### src/rtl/nap_seq_pkg.sv
// Shared types and constant tables for the nucleic-acid processor valve sequencer.
// Valve masks use 1 = open; the top drives ~mask onto the pressurised control lines.
package nap_seq_pkg;

  typedef enum logic [3:0] {
    StIdle   = 4'd0,
    StSettle = 4'd1,
    StFill   = 4'd2,
    StMix    = 4'd3,
    StBead   = 4'd4,
    StTrap   = 4'd5,
    StWash   = 4'd6,
    StElute  = 4'd7,
    StDone   = 4'd8
  } state_e;

  localparam int unsigned NUM_VALVES = 11;

  // Bit positions inside the valve vector
  localparam int unsigned V_LYSIS      = 10;
  localparam int unsigned V_WASH       = 9;
  localparam int unsigned V_ELUTE      = 8;
  localparam int unsigned V_VERTICAL   = 7;
  localparam int unsigned V_HORIZ      = 6;
  localparam int unsigned V_LOOP_EXIT  = 5;
  localparam int unsigned V_BEAD_VTL   = 4;
  localparam int unsigned V_BEAD_TRAP  = 3;
  localparam int unsigned V_DEAD_END   = 2;
  localparam int unsigned V_COLLECTION = 1;
  localparam int unsigned V_WASTE      = 0;

  localparam logic [NUM_VALVES-1:0] MASK_FILL  = 11'b100_1000_0000;
  localparam logic [NUM_VALVES-1:0] MASK_MIX   = 11'b000_0100_0000;
  localparam logic [NUM_VALVES-1:0] MASK_BEAD  = 11'b000_0011_0000;
  localparam logic [NUM_VALVES-1:0] MASK_TRAP  = 11'b000_0000_1100;
  localparam logic [NUM_VALVES-1:0] MASK_WASH  = 11'b010_1000_1001;
  localparam logic [NUM_VALVES-1:0] MASK_ELUTE = 11'b001_1000_1010;

  localparam logic [2:0] PUMP_IDLE = 3'b111;
  // Entry 0 is the first phase after enable: 110 -> 011 -> 101
  localparam logic [2:0][2:0] PUMP_PAT = {3'b101, 3'b011, 3'b110};

  function automatic logic [NUM_VALVES-1:0] open_mask(input state_e s);
    case (s)
      StFill:  return MASK_FILL;
      StMix:   return MASK_MIX;
      StBead:  return MASK_BEAD;
      StTrap:  return MASK_TRAP;
      StWash:  return MASK_WASH;
      StElute: return MASK_ELUTE;
      default: return '0;
    endcase
  endfunction

endpackage

### src/rtl/nap_pump_phase_gen.sv
// Three-phase peristaltic pump driver; restarts at the first phase on each enable
// and flags the last cycle of every full round.
module nap_pump_phase_gen
  import nap_seq_pkg::*;
#(
  parameter int unsigned PUMP_PHASE = 4
) (
  input  logic       clk,
  input  logic       rst_n,
  input  logic       i_en,
  output logic [2:0] o_pump,
  output logic       o_round_done
);

  localparam int unsigned PW = (PUMP_PHASE > 1) ? $clog2(PUMP_PHASE) : 1;

  logic          r_active;
  logic [1:0]    r_phase;
  logic [PW-1:0] r_cnt;
  logic [2:0]    r_pump;
  logic          w_phase_end;
  logic [1:0]    w_phase_nxt;

  assign w_phase_end  = (r_cnt == PW'(PUMP_PHASE - 1));
  assign w_phase_nxt  = (r_phase == 2'd2) ? 2'd0 : r_phase + 2'd1;
  assign o_round_done = r_active && (r_phase == 2'd2) && w_phase_end;
  assign o_pump       = r_pump;

  always_ff @(posedge clk or negedge rst_n) begin
    if (!rst_n) begin
      r_active <= 1'b0;
      r_phase  <= 2'd0;
      r_cnt    <= '0;
      r_pump   <= PUMP_IDLE;
    end else if (!i_en) begin
      r_active <= 1'b0;
      r_phase  <= 2'd0;
      r_cnt    <= '0;
      r_pump   <= PUMP_IDLE;
    end else if (!r_active) begin
      r_active <= 1'b1;
      r_phase  <= 2'd0;
      r_cnt    <= '0;
      r_pump   <= PUMP_PAT[0];
    end else if (w_phase_end) begin
      r_phase  <= w_phase_nxt;
      r_cnt    <= '0;
      r_pump   <= PUMP_PAT[w_phase_nxt];
    end else begin
      r_cnt    <= r_cnt + PW'(1);
    end
  end

endmodule

### src/rtl/nap_valve_sequencer.sv
// Extraction protocol sequencer: fill, mix, bead load, trap, wash xN, elute, with an
// all-closed settle step between every pair of active steps. All outputs are registered.
module nap_valve_sequencer
  import nap_seq_pkg::*;
#(
  parameter int unsigned CNT_W         = 16,
  parameter int unsigned SETTLE_CYCLES = 2,
  parameter int unsigned FILL_CYCLES   = 64,
  parameter int unsigned MIX_ROUNDS    = 16,
  parameter int unsigned PUMP_PHASE    = 4,
  parameter int unsigned DWELL_CYCLES  = 128,
  parameter int unsigned WASH_REPEATS  = 3
) (
  input  logic       clk,
  input  logic       rst_n,
  input  logic       i_start,
  input  logic       i_abort,
  output logic       o_busy,
  output logic       o_done,
  output logic       o_aborted,
  output logic [3:0] o_step,
  output logic       o_lysis_ctl,
  output logic       o_wash_ctl,
  output logic       o_elute_ctl,
  output logic       o_vertical_ctl,
  output logic       o_horiz_ctl,
  output logic       o_loop_exit_ctl,
  output logic       o_bead_vtl_ctl,
  output logic       o_bead_trap_ctl,
  output logic       o_dead_end_ctl,
  output logic       o_collection_ctl,
  output logic       o_waste_ctl,
  output logic       o_pump1,
  output logic       o_pump2,
  output logic       o_pump3
);

  state_e                r_state, w_state_d, r_next, w_next_d;
  logic [CNT_W-1:0]      r_cnt, w_cnt_d, r_wash, w_wash_d;
  logic [NUM_VALVES-1:0] r_valve;
  logic                  r_busy, r_done, r_aborted;
  logic                  w_last, w_round_done;
  logic [2:0]            w_pump;

  // In MIX the counter tracks completed pump rounds rather than cycles
  always_comb begin
    w_last = 1'b0;
    case (r_state)
      StSettle: w_last = (r_cnt == CNT_W'(SETTLE_CYCLES - 1));
      StFill:   w_last = (r_cnt == CNT_W'(FILL_CYCLES - 1));
      StMix:    w_last = w_round_done && (r_cnt == CNT_W'(MIX_ROUNDS - 1));
      StBead, StTrap, StWash, StElute: w_last = (r_cnt == CNT_W'(DWELL_CYCLES - 1));
      default:  w_last = 1'b0;
    endcase
  end

  always_comb begin
    w_state_d = r_state;
    w_next_d  = r_next;
    w_wash_d  = r_wash;
    if (r_state != StIdle && i_abort) begin
      w_state_d = StIdle;
    end else begin
      case (r_state)
        StIdle: if (i_start && !i_abort) begin
          w_state_d = StSettle;
          w_next_d  = StFill;
        end
        StSettle: if (w_last) w_state_d = r_next;
        StFill:   if (w_last) begin w_state_d = StSettle; w_next_d = StMix;  end
        StMix:    if (w_last) begin w_state_d = StSettle; w_next_d = StBead; end
        StBead:   if (w_last) begin w_state_d = StSettle; w_next_d = StTrap; end
        StTrap: if (w_last) begin
          w_state_d = StSettle;
          w_next_d  = StWash;
          w_wash_d  = '0;
        end
        StWash: if (w_last) begin
          w_state_d = StSettle;
          if (r_wash == CNT_W'(WASH_REPEATS - 1)) begin
            w_next_d = StElute;
          end else begin
            w_next_d = StWash;
            w_wash_d = r_wash + CNT_W'(1);
          end
        end
        StElute:  if (w_last) begin w_state_d = StSettle; w_next_d = StDone; end
        StDone:   w_state_d = StIdle;
        default:  w_state_d = StIdle;
      endcase
    end

    if (w_state_d != r_state)                   w_cnt_d = '0;
    else if (r_state == StMix)                  w_cnt_d = r_cnt + CNT_W'(w_round_done);
    else if (r_state == StIdle || r_state == StDone) w_cnt_d = r_cnt;
    else                                        w_cnt_d = r_cnt + CNT_W'(1);
  end

  always_ff @(posedge clk or negedge rst_n) begin
    if (!rst_n) begin
      r_state   <= StIdle;
      r_next    <= StIdle;
      r_cnt     <= '0;
      r_wash    <= '0;
      r_valve   <= '1;
      r_busy    <= 1'b0;
      r_done    <= 1'b0;
      r_aborted <= 1'b0;
    end else begin
      r_state   <= w_state_d;
      r_next    <= w_next_d;
      r_cnt     <= w_cnt_d;
      r_wash    <= w_wash_d;
      r_valve   <= ~open_mask(w_state_d);
      r_busy    <= (w_state_d != StIdle) && (w_state_d != StDone);
      r_done    <= (w_state_d == StDone);
      r_aborted <= (r_state != StIdle) && i_abort;
    end
  end

  nap_pump_phase_gen #(
    .PUMP_PHASE (PUMP_PHASE)
  ) u_pump (
    .clk          (clk),
    .rst_n        (rst_n),
    .i_en         (w_state_d == StMix),
    .o_pump       (w_pump),
    .o_round_done (w_round_done)
  );

  assign o_busy           = r_busy;
  assign o_done           = r_done;
  assign o_aborted        = r_aborted;
  assign o_step           = r_state;
  assign o_lysis_ctl      = r_valve[V_LYSIS];
  assign o_wash_ctl       = r_valve[V_WASH];
  assign o_elute_ctl      = r_valve[V_ELUTE];
  assign o_vertical_ctl   = r_valve[V_VERTICAL];
  assign o_horiz_ctl      = r_valve[V_HORIZ];
  assign o_loop_exit_ctl  = r_valve[V_LOOP_EXIT];
  assign o_bead_vtl_ctl   = r_valve[V_BEAD_VTL];
  assign o_bead_trap_ctl  = r_valve[V_BEAD_TRAP];
  assign o_dead_end_ctl   = r_valve[V_DEAD_END];
  assign o_collection_ctl = r_valve[V_COLLECTION];
  assign o_waste_ctl      = r_valve[V_WASTE];
  assign {o_pump1, o_pump2, o_pump3} = w_pump;

endmodule

### config.mk
export PLATFORM = sky130hd
export DESIGN_NAME = nap_valve_sequencer
export DESIGN_NICKNAME = d
export VERILOG_FILES = /design/src/rtl/nap_seq_pkg.sv /design/src/rtl/nap_pump_phase_gen.sv /design/src/rtl/nap_valve_sequencer.sv
export SDC_FILE = /design/constraint.sdc
export NUM_CORES = 1
export LEC_CHECK = 0
export CAP_MARGIN = 20
export CORE_MARGIN = 5
export CORE_UTILIZATION = 53
export DETAILED_ROUTE_END_ITERATION = 8
export GPL_TIMING_DRIVEN = 0
export PLACE_DENSITY_LB_ADDON = 0.05
export SETUP_SLACK_MARGIN = 0.2
export SYNTH_ARGS = -nofsm -noshare
export SYNTH_HDL_FRONTEND = slang
export SYNTH_HIERARCHICAL = 1
export SYNTH_SLANG_ARGS = --single-unit
export TNS_END_PERCENT = 50
### constraint.sdc
create_clock -name clk -period 2.3 [get_ports clk]
set_input_delay 0.46 -clock clk [delete_from_list [all_inputs] [get_ports clk]]
set_output_delay 0.46 -clock clk [all_outputs]
set_load 0.02 [all_outputs]
* Word level (Yosys, flattened, before mapping)
Index checks and enable logic that the tools add are counted.
** Word-level totals
- Memories :: 0
- Memory bits (read-only) :: 0
- Latch bits :: 0
- Bits in writable memories :: 0
- Logic and storage cells :: 107
- Register bits :: 62
** Cells by class
- Mux-type cells :: 36
- Reductions and logical operators :: 17
- Equal/unequal tests :: 34
- Bitwise operators :: 2
- $lt $le $gt $ge :: 1
- Divide/modulo/power cells :: 0
- Multipliers :: 0
- Shifts and indexed selects :: 0
- Add/sub/neg operators :: 5
** Operators by type and width (number)
- $mux W16 :: 6
- $pmux W11 S6 :: 1
- $mux W4 :: 11
- $add A16 B1 Y16 const B :: 2
- $eq A4 B3 Y1 const B :: 8
- $pmux W16 S2 :: 1
- $pmux W4 S7 :: 1
- $add A16 B1 Y16 :: 1
- $eq A16 B1 Y1 const B :: 1
- $eq A16 B2 Y1 const B :: 1
- $eq A16 B4 Y1 const B :: 1
- $eq A16 B6 Y1 const B :: 1
- $eq A16 B7 Y1 const B :: 1
- $eq A4 B2 Y1 const B :: 4
- $ne A2 B2 Y1 const B :: 8
- $mux W2 :: 7
- $mux W3 :: 4
- $pmux W4 S3 :: 1
- $not A11 Y11 :: 1
- $reduce_and A9 Y1 :: 1
- $eq A4 B4 Y1 const B :: 2
- $reduce_bool A4 Y1 :: 2
- $reduce_bool A7 Y1 :: 1
- $bmux W3 S2 :: 1
- 18 further kinds :: 27

* Depth between registers and ports, before layout
Gate-level depths: netlist of the first run.
- Word-level depth :: 11
- Gate-level depth with buffers :: 10

* Modules after synthesis
Netlist of the first run, hierarchy kept.
** By module, submodules not included
- nap_valve_sequencer :: times used 1, area an instance 3031.7 sq um, cells an instance 331
- nap_pump_phase_gen :: times used 1, area an instance 327.8 sq um, cells an instance 27

* Worst setup path before layout of the first run
No wires, ideal clock.
- Kind :: register to register
- From :: register r_state[0] (netlist: o_step[0])
- To :: register u_pump.r_pump[1] (netlist: u_pump/o_pump[1])
- Setup slack :: -168 ps
- Required time :: 2223 ps
- Arrival time :: 2391 ps
- Stages on the path, launching flop included :: 10
- Path buffers :: 1
- Path through :: dfrtp_1 > buf_4 > or3b_2 > nor2_1 > and2_1 > mux2i_1 > nor3_1 > and2_1 > nand2_1 > a21o_1
** Between the ends
- Cells in the longest elaborated chain, start to end :: 8
- Elaborated cells on any way between the ends :: 21
** RTL lines
- from (decl) :: RTL line nap_valve_sequencer.sv:38 : state_e r_state, w_state_d, r_next, w_next_d;
- from (signal assigned) :: RTL line nap_valve_sequencer.sv:101 : r_state <= StIdle;
- from (signal assigned) :: RTL line nap_valve_sequencer.sv:110 : r_state <= w_state_d;
- $eq A4 B3 Y1 :: RTL line nap_valve_sequencer.sv:48, nap_valve_sequencer.sv:64
- $reduce_or A4 Y1 :: RTL line nap_valve_sequencer.sv:48 : case (r_state)
- $pmux W1 S4 :: RTL line nap_valve_sequencer.sv:48
- $mux W4, on equally long branches
- $pmux W4 S3 :: RTL line nap_valve_sequencer.sv:64 : case (r_state)
- $mux W4 (*) :: RTL line nap_valve_sequencer.sv:61 : if (r_state != StIdle && i_abort) begin
- $eq A4 B2 Y1 (*) :: RTL line nap_valve_sequencer.sv:126 : .i_en (w_state_d == StMix),
- $ne A3 B3 Y1 (no source line) or $mux W3 (tied branches)
- to (signal assigned) :: RTL line nap_pump_phase_gen.sv:44 : r_pump <= PUMP_PAT[0];
- to (signal assigned) :: RTL line nap_pump_phase_gen.sv:48 : r_pump <= PUMP_PAT[w_phase_nxt];
- to (decl) :: RTL line nap_pump_phase_gen.sv:20 : logic [2:0] r_pump;
Mark *: on every way between the ends. The rest lies on a longest branch, timed or not.
A chain may end at the register's enable or synchronous reset.

==> metrics, run 1 <==
RSZ-0062 raised after global routing true; Tcrit/Tclk final 107.7%; Synth top area share 35.75%; Clock Skew 0.009918 ns; Worst EP arrival 2.70 ns; syn_nets 367; Yosys warning total 6; most frequent cells in the layout 42 x dfrtp_1, 32 x nand2_1, 23 x nor2_1, 23 x clkdlybuf4s50_1, 22 x buf_4; wire length after detailed routing 8124 um; CTS H-tree lvls 3; largest area contributor in the netlist dfrtp_1; height of the die 89.62 um; antenna diode count 0; Worst VDD drop 0.4856 mV; Syn Inst Count 358; failing checks negative setup slack; CTS Root Buffer Type clkbuf_8; GPL Wtd Cong 0.8885; Post-DP HPWL 5148 um; Pre-Repair DR Iteration Count 4; Avg WL per Cell 16.15 um; post-route minimum period 2.478 ns; area of the mapped netlist 3359 sq um; synth top area cells dfrtp_1 36%, dfstp_2 8.6%, nand2_1 4.2%; Die W 89.62 um; CTS Hold Bufs 0; num rows 29; vias in the first global route 2790; gr ovfl total 0; Flop pwr share 38.3%; asr flop ratio synth 100.0%; CTS clk-pin slew, worst paths 0.07 ns; leakage power 1.885 nW; Max Fclk 403.5 MHz; Max-Cap Viols 0; Gate power share 34.5%; area grow syn2layout 35.87%; fin cells 503; ys flop type dfrtp_1; Slew @ Worst Pin 0.6920 ns; Setup TNS -5.984 ns; starting density of the core 53.83%; largest net degree at the start of global routing 35; share of cells above drive strength 1 38.50%; GRT Total Usage 21.51%; crit start category flip-flop; Avg Cell Area, Syn 9.384 sq um; worst hold slack 0.1205 ns; Placed Cells 460; clk buf depth 2; initial DRC count 193; Seq cells post-synth 59; first-pass GRT wire length 13330 um; TritonCTS clock tree yes; switching power 1.039 mW; Reg2Reg Setup Slack -0.18 ns; core area 6241 sq um; via count 2865; Slew Viols, Final 0; Skew-Pair Late Insertion Delay 0.34 ns; number of flops mapped to enable cells by yosys 0; I/O pins 25; initial antenna violation count 0; Hold Crit Class input pin to asynchronous set/reset pin; status finished with violations; Clock power frac 27.2%; synth unique cells 62; vias per inst 5.696; relative slew slack 53.87%; final net count 430; largest fanout on the critical path 10; setup slack at placement -0.2919 ns; # setup viols final 51; clock sink count 59; kind of critical path flip-flop to flip-flop; final hold vios 0; I/O Buffers 24; Switching Share 33.83%; post-synthesis sequential area ratio 44.36%; post-route ant nets 0; CP Data Required Time 2.53 ns; internal power 2.032 mW; P per Cell Area 672.8 nW/um^2; DIE AREA 8031 sq um; cts bufs inserted 9; DRC Markers 0; fin worst setup slack -0.1782 ns; commonest non-fill, non-tap cell in the layout dfrtp_1; Setup crit end kind flip-flop
-- kinds of logic (layout without fill, tap and decap cells) --
kind of cell | count (synthesis) | in the layout | synth area share, %
buffers and inverters | 28 | 96 | 4.767
muxes | 7 | 7 | 2.272
and+or+nand+nor | 162 | 162 | 26.74
AOI/OAI and AO/OA | 81 | 81 | 15.83
DFF | 59 | 59 | 44.36
xor gates and xnor gates | 16 | 16 | 4.171
adders and majority gates | 5 | 5 | 1.862
-- area by class of cell --
type	instances	area, sq um
well taps	77	96.34
inverters	8	32.53
repair buffers	52	523.0
clock buffers	14	162.7
flip-flops and latches	59	1498
fillers	448	1677
plain buffers	20	157.7
clock inverters	2	10.01
multi-input cells	271	2085
-- stage by stage --
stage	area [sq um]	power (mW)	util, %
global route	4564	3.239	73.14
floorplan	3457	1.730	-
detailed placement	3809	1.952	61.03
global placement	3794	1.940	60.79
finish	4564	3.071	73.14
CTS	4304	2.964	68.97
-- path summary, 6_finish.rpt --
path	depth (start not counted)	startpoint	to
worst max-delay path	9	o_step[1]	r_cnt[12]
worst min-delay path	1	rst_n	o_step[1]
worst max register to register	9	o_step[1]	r_cnt[12]
worst min register to register	1	r_wash[15]	r_wash[15]
max in group asynchronous	2	rst_n	r_valve[5]
min in group clk	1	r_wash[15]	r_wash[15]
-- Yosys cell counts (all sizes together) (2+ instances only) --
master  count
inv         8
buf        14
and3        6
dfrtp      48
mux2        5
xnor2       5
nor2       38
clkbuf      6
nand3      16
xor2       11
or3         6
nand2      38
mux2i       2
dfstp      11
a21oi      22
nand3b      3
nand4       8
a31oi       9
nor2b       6
a21o        2
and4        2
nor3       10
or2         4
and2        4
nand2b      7
o31ai      11
o21ai      26
nor4        6
or4b        2
ha          5
o211ai      2
-- power by group through the flow --
stage               logic [mW]  clock network, mW  registers (mW)
global route              1.16              0.896            1.19
detailed placement       0.765                  0            1.19
finish                    1.06              0.834            1.18
CTS                      0.941              0.849            1.17
floorplan                0.511                  0            1.22
global placement         0.752                  0            1.19
-- state kept, by name, summed over array words and instances, names as in the netlist --
signal	flops
r_cnt	16
r_wash	16
r_valve	8
o_step	4
r_next	4
u_pump/o_pump	3
u_pump/r_cnt	2
u_pump/r_phase	2
o_aborted	1
o_busy	1
o_done	1
u_pump/r_active	1
-- repair_timing --
| action | in CTS | in global routing |
|---|---|---|
| resized for setup | 43 | 32 |
| buffers inserted | 19 | 6 |
| setup endpoints to repair | 57 | 58 |
| pin swaps | 11 | 19 |
| cloned | 0 | 2 |
-- metal layers --
layer	wire (um)	global-route usage, %
met1	3736	29.78
met3	316	3.650
met2	3920	33.58
met4	149	8.660
met5	0	0
-- worst max-delay path, cell delays in order, from the launching register on --
cell and delay [ns]:
dfrtp_2 0.46, clkbuf_2 0.26, or3_1 0.39, buf_2 0.21
o21a_1 0.21, a21boi_1 0.14, nor3b_4 0.17, o21ai_4 0.26
clkbuf_16 0.22, nor2_2 0.04
(Power assumes the default switching activity.)
==> run 2: changes to the inputs <==
--- a/config.mk
+++ b/config.mk
@@ -6,6 +6,7 @@
 export NUM_CORES = 1
 export LEC_CHECK = 0
 export CAP_MARGIN = 20
+export CORE_ASPECT_RATIO = 0.75
 export CORE_MARGIN = 5
 export CORE_UTILIZATION = 53
 export DETAILED_ROUTE_END_ITERATION = 8
==> run 2 against run 1 <==
  * The flow still finishes with violations (negative setup slack)
  * Wire length increased by 8.9%
  * Cell count increased by 2.0%
  * Fmax about the same
  * Register-to-register slack about the same
  * Count of clock-buffer cells in the layout decreased by 5
  * Largest cell class unchanged
  * Total power increased by 11%
  * Largest power group unchanged
  * Critical path depth increased by 1
==> metrics, run 2 (synthesis gave the netlist of run 1 again) <==
status finished with violations; failing checks negative setup slack; Top delay family on crit path simple AND/OR/NAND/NOR gates; via count 3015 (+5.2%); critical path depth 10 (+1); height of the die 78.95 um (-12%); Regs by FF count r_cnt x16, r_wash x16, r_valve x8; Flop pwr share 34.7% (-3.6 points); clock sink count 59 (unchanged); gr ovfl total 0 (unchanged); num rows 25 (-14%); Max-Cap Viols 0 (unchanged); Max Fclk 403.8 MHz (about the same); vias per inst 5.877 (+3.2%); post-route minimum period 2.476 ns (-0.001760 ns); grt met2 use 34.53% (+0.95 points); CTS H-tree lvls 3 (unchanged); RSZ-0062 raised after global routing true; Hold Crit Class input pin to asynchronous set/reset pin; first-pass GRT wire length 14350 um (+7.7%); crit path buf inv count 3 (unchanged); Gate power share 34.9% (+0.4 points); Worst R2R End r_cnt[8]; cts bufs inserted 9 (unchanged); final hold vios 0 (unchanged); antenna diode count 0 (unchanged); Die W 101.9 um (+14%); DRC Markers 0 (unchanged); DIE AREA 8047 sq um (+0.21%); Worst EP arrival 2.71 ns (about the same); P per Cell Area 719.8 nW/um^2 (+7.0%); Switching Share 33.24% (-0.59 points); vias in the first global route 2986 (+7.0%); busiest grt layer met2; Pwr Total 3.423 mW (+11%); kind of critical path flip-flop to flip-flop; most frequent cells in the layout 40 x dfrtp_1, 35 x nand2_1, 25 x buf_4; core area 6225 sq um (-0.26%); largest net degree at the start of global routing 36 (+2.9%); met1 usage 32.28% (+2.5 points); Pre-Repair DR Iteration Count 4 (unchanged); Avg WL per Cell 17.24 um (+6.8%); Setup crit end kind flip-flop; Worst VDD drop 0.4572 mV (-5.8%); Skew-Pair Late Insertion Delay 0.34 ns (about the same); Tcrit/Tclk final 107.7% (about the same); setup slack at placement -0.3416 ns (-0.04966 ns); I/O Buffers 24 (unchanged); Critical Path End r_cnt[8]; switching power 1.138 mW (+9.5%); grt met3 use 5.619% (+2.0 points); area grow syn2layout 41.56%; CP max-delay cell or4_4; post-route ant nets 0 (unchanged); # setup viols final 46 (-9.8%); TritonCTS clock tree yes; wire length after detailed routing 8846 um (+8.9%); R2R cell count 10 (+1); fin worst setup slack -0.1765 ns (+0.001760 ns); Post-DP HPWL 5392 um (+4.7%); CTS clk-pin slew, worst paths 0.07 ns (about the same); Slew Viols, Final 0 (unchanged); GPL Wtd Cong 0.8895 (+0.11%); Util after Layout 76.40% (+3.3 points); relative slew slack 60.52% (+6.7 points); Clock Skew 0.004688 ns (-0.005229 ns); CTS Root Buffer Type clkbuf_8; GRT Total Usage 23.03% (+1.5 points); critical-path cell list nor4_4 > nand3_2 > buf_4 > or4_4 > a21oi_4 > nor3b_4 > o21ai_4 > buf_6 > buf_16 > nor2_2; internal power 2.285 mW (+12%); Reg2Reg Setup Slack -0.18 ns (about the same); leakage power 1.939 nW (+2.9%); largest fanout on the critical path 5 (-5); starting density of the core 53.97% (+0.14 points); RR Startpoint r_cnt[10]; CTS Hold Bufs 0 (unchanged); share of cells above drive strength 1 41.44% (+2.9 points); Clock power frac 30.4% (+3.2 points); Worst Setup SP r_cnt[10]; Slew @ Worst Pin 0.5922 ns (-0.09986 ns); CP Data Required Time 2.53 ns (about the same); commonest non-fill, non-tap cell in the layout dfrtp_1; crit start category flip-flop; initial DRC count 281 (+46%); CP peak stage delay 0.46 ns (about the same); final net count 436 (+1.4%); I/O pins 25 (unchanged); clk buf depth 2 (unchanged); initial antenna violation count 0 (unchanged)
## run 2: cell count changes in the layout (fill, tap and decap cells not counted), moves of 3 or more
cell        before  now
buf_6           12   15
o31ai_4          1    4
o21ai_4          2    5
nor2_2          10   13
clkbuf_1         7    3
clkinvlp_4       0    3
nand2_1         32   35
o31ai_2          7    3
o21ai_2          9   12
nand2_2          5    2
buf_4           22   25
o21ai_0          8    4
## run 2: area by class of cell
cell class / count / area (sq um)
Buffer: 20 / 187.7
Sequential cell: 59 / 1500
Multi-Input combinational cell: 271 / 2130
Timing Repair Buffer: 58 / 588.1
Tap cell: 81 / 101.3
Clock buffer: 9 / 123.9
Clock inverter: 7 / 92.59
Fill cell: 413 / 1469
Inverter: 8 / 32.53
## run 2: worst min-delay path by stage
stage / endpoint / from / cells past startpoint / slack [ns]
floorplan: o_aborted / rst_n / 0 / 0.16
global placement: u_pump/r_cnt[0] / u_pump/r_cnt[0] / 1 / 0.43
detailed placement: u_pump/r_cnt[0] / u_pump/r_cnt[0] / 1 / 0.45
CTS: r_cnt[0] / rst_n / 1 / 0.12
global route: r_cnt[15] / rst_n / 1 / 0.16
finish: r_cnt[4] / rst_n / 1 / 0.12
## run 2: layer usage
| layer | vias to the layer above | routed length, um |
|---|---|---|
| met5 | - | 0 |
| met4 | 0 | 177 |
| met3 | 18 | 654 |
| met2 | 113 | 4158 |
| met1 | 1463 | 3855 |
| li1 | 1421 | - |
## run 2: power groups by stage
| stage | Combinational (mW) | Clock (mW) | Sequential [mW] |
|---|---|---|---|
| after floorplan | 0.511 | 0 | 1.22 |
| after global placement | 0.751 | 0 | 1.19 |
| after detailed placement | 0.765 | 0 | 1.20 |
| after CTS | 1.07 | 1.06 | 1.19 |
| after global routing | 1.27 | 1.11 | 1.20 |
| final | 1.19 | 1.04 | 1.19 |
## run 2: metrics by stage
step / cell area, sq um / instances / setup TNS (ns) / hold slack (ns)
after floorplan: 3457 / 358 / 0 / 0.1644
after global placement: 3799 / 463 / -67.11 / 0.4313
after detailed placement: 3814 / 464 / -10.52 / 0.4466
after CTS: 4551 / 510 / -2.726 / 0.1192
after global routing: 4756 / 513 / -10.57 / 0.1637
final: 4756 / 513 / -5.113 / 0.1191
## run 2: timing repair
item                                    4_1_cts  5_1_grt
pin swaps                                    32       14
endpoints found under the setup margin       57       58
setup buffers                                28        3
resized for setup                            66       36
gates cloned                                  2        0
==> run 3: changes to the inputs <==
--- a/config.mk
+++ b/config.mk
@@ -6,9 +6,11 @@
 export NUM_CORES = 1
 export LEC_CHECK = 0
 export CAP_MARGIN = 20
+export CELL_PAD_IN_SITES_DETAIL_PLACEMENT = 1
+export CELL_PAD_IN_SITES_GLOBAL_PLACEMENT = 1
 export CORE_ASPECT_RATIO = 0.75
 export CORE_MARGIN = 5
-export CORE_UTILIZATION = 53
+export CORE_UTILIZATION = 41
 export DETAILED_ROUTE_END_ITERATION = 8
 export GPL_TIMING_DRIVEN = 0
 export PLACE_DENSITY_LB_ADDON = 0.05
==> run 3 against run 2 <==
  * The run still ends with negative setup slack left
  * Wire length increased by 19%
  * Critical path depth decreased by 2
  * Final area increased by 0.13%
  * Clock skew increased by 0.0065 ns
  * Combinational power increased by 3%
  * Sequential power about the same
  * Fmax increased by 0.60%
  * First-iteration DRC count decreased by 40%
  * Largest power group is now combinational logic
  * Highest routed layer unchanged
==> metrics, run 3 (synthesis gave the netlist of run 1 again) <==
status finished with violations; failing checks negative setup slack; GPL Wtd Cong 0.8178 (-8.1%); CP peak stage delay 0.56 ns (+0.10 ns); CP Data Required Time 2.59 ns (+0.06 ns); initial DRC count 168 (-40%); first-pass GRT wire length 16910 um (+18%); Final Cell Area 4762 sq um (+0.13%); Setup TNS -4.141 ns (+0.9728 ns); Util after Layout 59.88% (-17 points); Pre-Repair DR Iteration Count 4 (unchanged); vias per inst 5.727 (-2.6%); I/O pins 25 (unchanged); cts bufs inserted 9 (unchanged); DP Area 3844 sq um (+0.79%); Flop pwr share 33.7% (-1.0 points); clock sink count 59 (unchanged); crit path buf inv count 0 (-3); Clock power frac 31.5% (+1.1 points); DIE AREA 10120 sq um (+26%); Slew @ Worst Pin 0.6680 ns (+0.07586 ns); Placed Cells 488 (+5.2%); RSZ-0062 raised after global routing true; crit start category flip-flop; area grow syn2layout 41.75%; final hold vios 0 (unchanged); I/O Buffers 24 (unchanged); CTS clk-pin slew, worst paths 0.08 ns (about the same); largest net degree at the start of global routing 33 (-8.3%); most frequent cells in the layout 39 x dfrtp_1, 32 x nand2_1, 28 x buf_4; gr ovfl total 0 (unchanged); antenna diode count 0 (unchanged); R2R cell count 8 (-2); largest fanout on the critical path 7 (+2); fin worst setup slack -0.1618 ns (+0.01468 ns); TritonCTS clock tree yes; internal power 2.348 mW (+2.7%); leakage power 1.942 nW (+0.14%); clk buf depth 2 (unchanged); core area 7953 sq um (+28%); via count 3058 (+1.4%); relative slew slack 55.47% (-5.1 points); initial antenna violation count 0 (unchanged); fin cells 534 (+4.1%); CTS H-tree lvls 3 (unchanged); Switching Share 33.51% (+0.27 points); CTS Hold Bufs 0 (unchanged); Setup crit end kind flip-flop; Tcrit/Tclk final 107.0% (-0.64 points); kind of critical path flip-flop to flip-flop; Top delay family on crit path simple AND/OR/NAND/NOR gates; share of cells above drive strength 1 40.79% (-0.64 points); Worst VDD drop 0.5628 mV (+23%); critical-path cell list or4b_4 > nor4_4 > a21oi_4 > mux2i_4 > nor3_2 > and2_4 > nand2_4 > a21o_1; # setup viols final 43 (-6.5%); P per Cell Area 741.5 nW/um^2 (+3.0%); Die W 114.5 um (+12%); final net count 433 (-0.69%); post-route minimum period 2.462 ns (-0.01468 ns); Worst EP arrival 2.75 ns (+0.04 ns); post-route ant nets 0 (unchanged); critical path depth 8 (-2); num rows 28 (+12%); Gate power share 34.8% (about the same); Skew-Pair Late Insertion Delay 0.35 ns (about the same); Clock Skew 0.01119 ns (+0.006504 ns); setup slack at placement -0.4322 ns (-0.09062 ns); Regs by FF count r_cnt x16, r_wash x16, r_valve x8; starting density of the core 42.24% (-12 points); DRC Markers 0 (unchanged); worst hold slack 0.1379 ns (+0.01874 ns); Avg WL per Cell 19.64 um (+14%); Fillers 869 (+110%); Slew Viols, Final 0 (unchanged); CP max-delay cell or4b_4; switching power 1.183 mW (+4.0%); CTS Root Buffer Type clkbuf_8; commonest non-fill, non-tap cell in the layout dfrtp_1; GRT Total Usage 21.52% (-1.5 points); Hold Crit Class input pin to asynchronous set/reset pin; height of the die 88.39 um (+12%); vias in the first global route 3179 (+6.5%); Max Fclk 406.2 MHz (+0.60%); wire length after detailed routing 10490 um (+19%); Post-DP HPWL 6378 um (+18%); Max-Cap Viols 0 (unchanged); Pwr Total 3.531 mW (+3.1%)
[run 3: cell types whose count changed in the layout (fill, tap and decap cells not counted), sizes merged]
cell      before  now
clkinv         2    1
buf           49   47
clkinvlp       3    1
clkbuf        15   17
[run 3: final cells by class]
| type | instances | area [sq um] | area share, % |
|---|---|---|---|
| Multi-Input combinational cell | 271 | 2126 | 44.64 |
| Sequential cell | 59 | 1501 | 31.53 |
| Timing Repair Buffer | 55 | 558.0 | 11.72 |
| Buffer | 20 | 185.2 | 3.889 |
| Clock buffer | 12 | 155.1 | 3.258 |
| Tap cell | 105 | 131.4 | 2.759 |
| Clock inverter | 4 | 72.57 | 1.524 |
| Inverter | 8 | 32.53 | 0.6831 |
[run 3: path summary, 6_finish.rpt]
check | to | from | slack, ns
setup / recovery | u_pump/o_pump[1] | o_step[3] | -0.16
hold / removal | u_pump/r_cnt[1] | rst_n | 0.14
setup reg to reg | u_pump/o_pump[1] | o_step[3] | -0.16
hold reg to reg | r_wash[15] | r_wash[15] | 0.49
max in group asynchronous | u_pump/o_pump[1] | rst_n | 1.49
min in group clk | r_wash[15] | r_wash[15] | 0.49
[run 3: worst reg2reg max path, stage by stage, from the launching register on]
cell	delay (ns)
dfrtp_2	0.47
or4b_4	0.56
nor4_4	0.28
a21oi_4	0.17
mux2i_4	0.23
nor3_2	0.23
and2_4	0.22
nand2_4	0.07
a21o_1	0.16
[run 3: power groups by stage]
stage | Clock, mW | Combinational (mW) | Sequential, mW
6_report | 1.11 | 1.23 | 1.19
5_1_grt | 1.20 | 1.32 | 1.20
4_1_cts | 1.13 | 1.06 | 1.18
3_5_place_dp | 0 | 0.790 | 1.19
3_3_place_gp | 0 | 0.766 | 1.19
2_1_floorplan | 0 | 0.511 | 1.22
[run 3: per-layer routing]
layer  global-route usage (%)  part of all wire, %
met5                        0                    0
met4                    5.933                  1.5
met3                    5.742                  4.5
met2                    34.60                   47
met1                    28.91                   47
[run 3: what timing repair did]
action                                  in CTS  in global routing
gates cloned                                 1                  1
gates resized for setup                     69                 28
buffers inserted                            25                  3
pin swaps                                   20                  9
endpoints found under the setup margin      58                 58
hold endpoints to repair                     0                  0
